$ cat config.mk
export PLATFORM = sky130hd
export DESIGN_NAME = rv_pc_unit
export DESIGN_NICKNAME = d
export VERILOG_FILES = /design/src/rtl/rv_pc_unit.sv
export SDC_FILE = /design/constraint.sdc
export NUM_CORES = 1
export LEC_CHECK = 0
export ABC_AREA = 1
export CORE_ASPECT_RATIO = 1.25
export CORE_MARGIN = 10
export CORE_UTILIZATION = 54
export DETAILED_ROUTE_END_ITERATION = 8
export PLACE_DENSITY_LB_ADDON = 0.08
export SLEW_MARGIN = 40
export SYNTH_ARGS = -nofsm -noshare
export SYNTH_HDL_FRONTEND = slang
export SYNTH_SLANG_ARGS = --single-unit
$ cat constraint.sdc
create_clock -name clk -period 4.7 [get_ports clk]
set_input_delay 0.705 -clock clk [delete_from_list [all_inputs] [get_ports clk]]
set_output_delay 0.705 -clock clk [all_outputs]
set_load 0.03 [all_outputs]
$ cat src/rtl/rv_pc_unit.sv
// rv_pc_unit: fetch PC generator with EX-stage redirects, a one-entry pending redirect and a multi-cycle IF/ID flush.
// Optional RV_PC_MISALIGN_TRAP_EN: misaligned targets trap to TRAP_VECTOR instead of being force-aligned.
module rv_pc_unit #(
  parameter int unsigned     XLEN         = 32,
  parameter logic [XLEN-1:0] RESET_VECTOR = '0,
  parameter int unsigned     STEP         = 4,
  parameter int unsigned     FLUSH_CYCLES = 2,
  parameter logic [XLEN-1:0] TRAP_VECTOR  = XLEN'('h100)
) (
  input  logic            clk,
  input  logic            rst,
  input  logic            enable,
  input  logic            busy,
  input  logic            redir_valid,
  input  logic [2:0]      pc_opsel,
  input  logic            branch_taken,
  input  logic [31:0]     instr,
  input  logic [XLEN-1:0] ex_pc,
  input  logic [XLEN-1:0] reg_s1,
  output logic [XLEN-1:0] pc,
  output logic [XLEN-1:0] return_addr,
  output logic            flush,
  output logic            halt,
  output logic            trap,
  output logic [XLEN-1:0] trap_tval
);

  localparam int unsigned   CW         = $clog2(FLUSH_CYCLES + 1);
  localparam logic [CW-1:0] FLUSH_LOAD = CW'(FLUSH_CYCLES);

  logic [XLEN-1:0] pc_q, pc_d;
  logic [XLEN-1:0] pend_tgt_q, pend_tgt_d;
  logic            pending_q, pending_d;
  logic [CW-1:0]   flush_cnt_q, flush_cnt_d;

  logic [XLEN-1:0] imm_i, imm_j, imm_b;
  logic [XLEN-1:0] jalr_sum, raw_tgt, apply_tgt, load_pc;
  logic            take, adv, apply;

  assign imm_i = {{(XLEN-12){instr[31]}}, instr[31:20]};
  assign imm_j = {{(XLEN-21){instr[31]}}, instr[31], instr[19:12], instr[20], instr[30:21], 1'b0};
  assign imm_b = {{(XLEN-13){instr[31]}}, instr[31], instr[7], instr[30:25], instr[11:8], 1'b0};
  assign jalr_sum = reg_s1 + imm_i;

  always_comb begin
    raw_tgt = ex_pc + imm_b;
    case (pc_opsel)
      3'd0:    raw_tgt = ex_pc + imm_j;
      3'd1:    raw_tgt = {jalr_sum[XLEN-1:1], 1'b0};
      default: raw_tgt = ex_pc + imm_b;
    endcase
  end

  assign take  = redir_valid & ((pc_opsel < 3'd2) | branch_taken);
  assign adv   = enable & ~busy;
  // A held redirect is older than whatever EX offers now, so it always wins.
  assign apply     = adv & (pending_q | take);
  assign apply_tgt = pending_q ? pend_tgt_q : raw_tgt;

`ifdef RV_PC_MISALIGN_TRAP_EN
  logic            misaligned;
  logic            trap_q, trap_d;
  logic [XLEN-1:0] trap_tval_q, trap_tval_d;
  logic            unused_tgt_lsb;

  assign misaligned     = apply_tgt[1];
  assign load_pc        = misaligned ? TRAP_VECTOR : apply_tgt;
  assign unused_tgt_lsb = apply_tgt[0];

  always_comb begin
    trap_d      = apply & misaligned;
    trap_tval_d = trap_tval_q;
    if (apply && misaligned) begin
      trap_tval_d = apply_tgt;
    end
  end

  always_ff @(posedge clk) begin
    if (rst) begin
      trap_q      <= 1'b0;
      trap_tval_q <= '0;
    end else begin
      trap_q      <= trap_d;
      trap_tval_q <= trap_tval_d;
    end
  end

  assign trap      = trap_q;
  assign trap_tval = trap_tval_q;
`else
  logic unused_misalign;

  assign load_pc         = {apply_tgt[XLEN-1:2], 2'b00};
  assign unused_misalign = ^{apply_tgt[1:0], TRAP_VECTOR};
  assign trap            = 1'b0;
  assign trap_tval       = '0;
`endif

  always_comb begin
    pc_d        = pc_q;
    pending_d   = pending_q;
    pend_tgt_d  = pend_tgt_q;
    flush_cnt_d = flush_cnt_q;
    if (adv) begin
      if (flush_cnt_q != '0) begin
        flush_cnt_d = flush_cnt_q - CW'(1);
      end
      if (apply) begin
        pc_d        = load_pc;
        pending_d   = 1'b0;
        flush_cnt_d = FLUSH_LOAD;
      end else begin
        pc_d = pc_q + XLEN'(STEP);
      end
    end else if (take && !pending_q) begin
      // Stalled: park the redirect; a second one while parked is dropped.
      pend_tgt_d = raw_tgt;
      pending_d  = 1'b1;
    end
  end

  always_ff @(posedge clk) begin
    if (rst) begin
      pc_q        <= RESET_VECTOR;
      pending_q   <= 1'b0;
      pend_tgt_q  <= '0;
      flush_cnt_q <= FLUSH_LOAD;
    end else begin
      pc_q        <= pc_d;
      pending_q   <= pending_d;
      pend_tgt_q  <= pend_tgt_d;
      flush_cnt_q <= flush_cnt_d;
    end
  end

  assign pc          = pc_q;
  assign flush       = (flush_cnt_q != '0);
  assign halt        = ~enable;
  assign return_addr = ex_pc + XLEN'(STEP);

endmodule
==> impl_metrics.py, run 1 <==
metrics = {
    "finish": {
        "instances_no_fill": 1916,
        "final_cell_mix": "nand2_1 (376), inv_1 (205), a21oi_1 (165)",
        "seqCellArea_um2": 1260,
        "multi_input_area_um2": 6560,
        "area_growth_pct": 21.8,
        "nNetsFinal": 1866,
        "antennaDiodeCount": 0,
        "final_common_cell": "nand2_1",
        "layout-drive-gt1-share_pct": 4.35,
        "nFillCells": 1555,
    },
    "job": {
        "cap_violations": 0,
    },
    "critical_path": {
        "worstPathMaxFanout": 4,
        "r2r_slack_ps": 2460,
        "worstSetupStartpointType": "primary input",
        "required_ps": 3990,
        "worst_r2r_path_depth": 8,
        "r2r-start": "pending_q",
        "crit_chain": "clkdlybuf4s50_1 > ha_1 > nand3_1 > nor2_2 > nand2_2 > inv_2 > nand4_4 > nor3_4 > nand3_1 > nor4_2 > xor2_1 > clkdlybuf4s50_1",
        "crit_arrival_ps": 3510,
        "reg2reg_to": "pc[5]",
        "endpoint_kind": "primary output",
        "cp.depth": 12,
        "path_class": "in -> out",
        "cp_slowest_cell": "clkdlybuf4s50_1",
        "cpPeakStageDelay_ps": 680,
        "cpLargestDelayFamily": "buffers and inverters",
        "crit_buf_inv": 3,
    },
    "power_and_ir_drop": {
        "seqPwrFrac_pct": 26.2,
        "powerDensity_nw_per_um2": 216,
        "leakagePower_nw": 5.28,
        "power_switching_mw": 0.966,
        "clockPowerShare_pct": 27.4,
        "internal_power_mw": 1.38,
        "ir_worst_vdd_uv": 206,
        "comb_power_share_pct": 46.4,
        "switching_share_pct": 41.2,
    },
    "die": {
        "start_util_pct": 55.0,
        "die_area_um2": 22100,
        "die_h_um": 164,
        "core_area_um2": 16200,
        "rows": 52,
        "die_width_um": 135,
        "boundaryPins": 204,
    },
    "clock_network": {
        "cts_tree": "yes",
        "cts_buffer_depth": 2,
        "hold_buffers": 0,
        "insertion_delay_ps": 330,
        "cts_setup_buffers": 0,
        "cts_root_buf": "clkbuf_16",
        "path_clk_slew_ps": 50,
        "htreeDepth": 3,
        "cts-resized-gates": 0,
        "numCtsBuffers": 9,
        "cts.sinks": 63,
    },
    "detailed_routing": {
        "highest_layer": "met4",
        "drt_iter0_drc": 538,
        "routed-wl-met3_um": 1560,
        "dr.pass1.iters": 9,
        "drc": 0,
        "num_vias": 10400,
        "wl_met2_um": 14800,
        "wl_per_cell_um": 15.3,
        "wl_met1_um": 11900,
        "via_per_inst": 5.41,
        "drtAntennaViolNets": 0,
        "totalWireLength_um": 29300,
    },
    "placed_design": {
        "gp_congestion": 0.958,
        "io_buffers": 159,
        "dp.cells": 1900,
        "dpl.hpwl_um": 24400,
    },
    "min_path": {
        "whs_path_depth": 1,
        "hp-class": "reg -> reg",
        "holdPathEnd": "flush_cnt_q[1]",
        "hp-start": "flush_cnt_q[1]",
    },
    "sta": {
        "finalCritPeriodShare_pct": 89.7,
        "max_slew.worst_pin.slew_ps": 723,
        "slew_violations": 0,
        "setup_viol": 0,
        "slew_headroom_pct": 51.6,
        "rsz0062_at_grt": "no",
        "setup_tns_ps": 0,
        "skew_ps": 6.92,
        "period_needed_ps": 4210,
        "clock.fmax_mhz": 237,
        "hold_violations": 0,
    },
    "yosys": {
        "ys.flop_type": "dfxtp_1",
        "synth_edf_count": 0,
        "yosysWarnings": 0,
        "async_flop_share_pct": 0,
        "postSynthAreaPerCell_um2": 5.73,
        "synth.distinct_cells": 50,
        "synth.cell_area_um2": 8910,
        "synth-seq-area-share_pct": 14.2,
        "syn_inst": 1555,
        "synth-seq-cells": 63,
    },
    "run_status": {
        "status": "finished, final reports clean",
    },
    "global_route": {
        "antenna_found_initial": 0,
        "grt_max_degree": 43,
        "gr-total-overflow": 0,
        "grt_pass1_vias": 10100,
        "globalRouteTotalUtil_pct": 26.0,
        "grt_pass1_wl_um": 47600,
    },
}
## worst max-delay path by stage
stage          startpoint               to  slack (ps)
2_1_floorplan    ex_pc[2]  return_addr[28]        1640
3_3_place_gp     ex_pc[3]  return_addr[30]         430
3_5_place_dp     ex_pc[3]  return_addr[30]         400
4_1_cts          ex_pc[3]  return_addr[30]         400
5_1_grt          ex_pc[3]  return_addr[30]         250
6_report         ex_pc[3]  return_addr[28]         490
## Yosys cell counts (2+ instances only)
master	n	area share (%)
nand2_1	376	16
inv_1	205	8.6
a21oi_1	165	9.3
nor2_1	150	6.3
nand3_1	125	7.0
o21ai_0	119	6.7
ha_1	65	9.1
dfxtp_1	63	14
xor2_1	42	4.1
buf_4	37	3.1
clkbuf_1	29	1.2
nand4_1	23	1.6
nor3_1	22	1.2
o211ai_1	18	1.5
xnor2_1	16	1.6
inv_2	9	0.38
nand3b_1	8	0.67
o21ai_1	8	0.45
nor2_4	7	0.88
a31oi_1	6	0.42
nand2_2	6	0.42
or2_2	6	0.42
nor4_1	5	0.35
buf_2	4	0.22
nor2_2	4	0.28
o21bai_1	4	0.34
buf_1	3	0.13
nand3_2	3	0.34
nor4_2	3	0.42
nand4_4	2	0.48
nor3_2	2	0.22
nor3_4	2	0.37
## final cells by class
cell class / instances / share of cell area [%]
sequential: 63 / 11.6
timing repair buffer: 168 / 15.3
multi-input combinational: 1238 / 60.4
clock inverter: 2 / 0.115
inverter: 215 / 7.44
clock buffer: 14 / 2.62
tap: 216 / 2.49
## kinds of logic after synthesis
logic type / count (synthesis) / synth area share [%]
buf+inv: 288 / 13.7
other cells: 1 / 0.0421
fa+ha+maj: 66 / 9.35
flops: 63 / 14.2
compound gates: 327 / 19.3
simple gates: 752 / 37.7
xor+xnor: 58 / 5.70
## power groups by stage
stage	clock (mW)	sequential, mW	combinational (mW)
after floorplan	0	0.645	0.709
after global placement	0	0.622	1.06
after detailed placement	0	0.623	1.07
after CTS	0.651	0.612	1.08
after global routing	0.670	0.619	1.22
final	0.643	0.613	1.09
## registers in the layout (all words and copies together) (netlist names)
register     flops
pending_q        1
pc              30
pend_tgt_q      30
flush_cnt_q      2
## stage by stage
stage          setup WS, ps  util, %  hold WS [ps]  cell area [um^2]  total power [mW]
2_1_floorplan          1640        -           436              9040              1.35
3_5_place_dp            401     65.2           450             10600              1.69
3_3_place_gp            432     65.2           442             10600              1.68
6_report                486     67.0           461             10900              2.34
5_1_grt                 246     67.0           486             10900              2.51
4_1_cts                 402     67.0           462             10900              2.34
## worst register-to-register path, stage by stage (launching register included)
cell,delay [ps]
dfxtp_2,590
inv_1,110
nand2_1,200
inv_2,240
nor2_1,240
inv_2,280
a21oi_1,210
o21ai_0,160
a21oi_1,160
## routing by layer
metal	track usage, %	up-vias
met4	10.2	0
met5	0	-
met2	48.0	306
met1	29.4	4660
li1	-	5343
met3	3.41	53
(Power assumes the default switching activity.)
==> inputs of run 2 (changes only) <==
--- a/config.mk
+++ b/config.mk
@@ -10,7 +10,7 @@
 export CORE_MARGIN = 10
 export CORE_UTILIZATION = 54
 export DETAILED_ROUTE_END_ITERATION = 8
-export PLACE_DENSITY_LB_ADDON = 0.08
+export PLACE_DENSITY = 0.95
 export SLEW_MARGIN = 40
 export SYNTH_ARGS = -nofsm -noshare
 export SYNTH_HDL_FRONTEND = slang
==> run 2 against run 1 <==
Against the previous run: global-route usage grew 0.74 points; final cell count is the same; critical path depth is the same; die area is the same; wire length grew 4.0%; largest cell class unchanged.
==> impl_metrics.py, run 2 (synthesis gave the netlist of run 1 again) <==
metrics = {
    "detailed_routing": {
        "totalWireLength_um": 30400,
        "wl_per_cell_um": 15.9,
        "dr.pass1.iters": 6,
        "drc": 0,
        "drtAntennaViolNets": 0,
        "num_vias": 10600,
        "via_per_inst": 5.55,
        "drt_iter0_drc": 813,
    },
    "critical_path": {
        "crit_arrival_ps": 3640,
        "path_class": "in -> out",
        "cp_common_cell": "clkdlybuf4s50_1",
        "crit_chain": "clkdlybuf4s50_1 > ha_1 > nand3_1 > nor2_2 > nand2_2 > inv_2 > nand4_4 > nor4_1 > inv_1 > nor2_1 > xor2_1 > clkdlybuf4s50_1",
        "worstSetupStartpointType": "primary input",
        "endpoint_kind": "primary output",
        "required_ps": 3990,
        "crit_buf_inv": 4,
        "cp_slowest_cell": "clkdlybuf4s50_1",
        "cpLargestDelayFamily": "buffers and inverters",
        "cpPeakStageDelay_ps": 700,
        "worstPathMaxFanout": 4,
    },
    "sta": {
        "slew_violations": 0,
        "period_needed_ps": 4350,
        "hold_violations": 0,
        "setup_viol": 0,
        "slew_headroom_pct": 48.6,
        "setup_tns_ps": 0,
        "timing.final.ws_setup_ps": 351,
        "max_slew.worst_pin.slew_ps": 769,
        "skew_ps": 6.45,
        "rsz0062_at_grt": "no",
        "clock.fmax_mhz": 230,
        "finalCritPeriodShare_pct": 92.5,
    },
    "die": {
        "die_h_um": 164,
        "rows": 52,
        "die_width_um": 135,
        "die_area_um2": 22100,
        "core_area_um2": 16200,
        "boundaryPins": 204,
        "start_util_pct": 55.0,
    },
    "placed_design": {
        "io_buffers": 159,
        "detailedPlace.worstSlack_ps": 352,
        "dpl.hpwl_um": 25000,
        "gp_congestion": 0.947,
    },
    "clock_network": {
        "insertion_delay_ps": 340,
        "cts-resized-gates": 0,
        "cts_buffer_depth": 2,
        "numCtsBuffers": 9,
        "hold_buffers": 0,
        "cts_root_buf": "clkbuf_16",
        "cts_tree": "yes",
        "htreeDepth": 3,
        "cts_setup_buffers": 0,
        "path_clk_slew_ps": 50,
        "cts.sinks": 63,
    },
    "power_and_ir_drop": {
        "leakagePower_nw": 5.27,
        "ir_worst_vdd_uv": 182,
        "seqPwrFrac_pct": 25.9,
        "internal_power_mw": 1.39,
        "power_switching_mw": 0.986,
        "switching_share_pct": 41.5,
        "clockPowerShare_pct": 27.8,
        "powerDensity_nw_per_um2": 219,
        "comb_power_share_pct": 46.3,
    },
    "global_route": {
        "grt_max_degree": 41,
        "antenna_found_initial": 0,
        "gr-total-overflow": 0,
        "globalRouteTotalUtil_pct": 26.8,
        "grt_pass1_vias": 10400,
        "grt_pass1_wl_um": 48900,
    },
    "finish": {
        "final_common_cell": "nand2_1",
        "antennaDiodeCount": 0,
        "final_cell_mix": "nand2_1 (376), inv_1 (205), a21oi_1 (165)",
        "area_growth_pct": 21.8,
        "nNetsFinal": 1866,
        "nFillCells": 1491,
        "seqCellArea_um2": 1260,
        "layout-drive-gt1-share_pct": 4.18,
        "multi_input_area_um2": 6560,
    },
    "run_status": {
        "status": "finished, final reports clean",
    },
    "min_path": {
        "hp-class": "reg -> reg",
    },
    "job": {
        "cap_violations": 0,
    },
}
run 2: cell types whose count changed in the layout (fill, tap and decap cells not counted):
cell	before	now
bufinv_16	0	1
dfxtp_1	62	63
dfxtp_2	1	0
clkbuf_1	1	3
clkbuf_8	4	1
run 2: layer usage:
| layer | part of all wire (%) | GRT usage [%] |
|---|---|---|
| met1 | 39 | 29.0 |
| met2 | 51 | 49.9 |
| met3 | 6.5 | 4.33 |
| met4 | 3.5 | 11.5 |
| met5 | 0 | 0 |
run 2: final timing paths:
kind / from / to / slack (ps) / cells after the start
worst max-delay path: ex_pc[3] / return_addr[30] / 350 / 12
worst min-delay path: flush_cnt_q[1] / flush_cnt_q[1] / 460 / 1
worst max register to register: pending_q / pc[5] / 2150 / 8
worst min register to register: flush_cnt_q[1] / flush_cnt_q[1] / 460 / 1
run 2: layout make-up:
| cell class | count | area share (%) |
|---|---|---|
| repair buffers | 168 | 15.3 |
| multi-input cells | 1238 | 60.4 |
| well taps | 216 | 2.49 |
| clock buffers | 13 | 2.31 |
| inverters | 215 | 7.44 |
| flip-flops and latches | 63 | 11.6 |
| clock inverters | 3 | 0.392 |
run 2: power groups by stage:
stage	clock network, mW	logic, mW	registers (mW)
after floorplan	0	0.709	0.645
after global placement	0	1.06	0.621
after detailed placement	0	1.08	0.623
after CTS	0.661	1.09	0.613
after global routing	0.688	1.22	0.619
final	0.661	1.10	0.615
run 2: stage by stage:
step | instances | cell area, um^2 | total power, mW | utilization [%] | hold slack (ps)
after floorplan | 1589 | 9040 | 1.35 | - | 436
after global placement | 1900 | 10600 | 1.68 | 65.2 | 442
after detailed placement | 1900 | 10600 | 1.70 | 65.2 | 455
after CTS | 1916 | 10800 | 2.36 | 67.0 | 467
after global routing | 1916 | 10800 | 2.53 | 67.0 | 491
final | 1916 | 10800 | 2.38 | 67.0 | 463
run 2: worst register-to-register path, cell delays in order (launching register included):
cell     delay (ps)
dfxtp_1         810
inv_1           150
nand2_1         220
inv_2           240
nor2_1          240
inv_2           270
a21oi_1         200
o21ai_0         150
a21oi_1         200
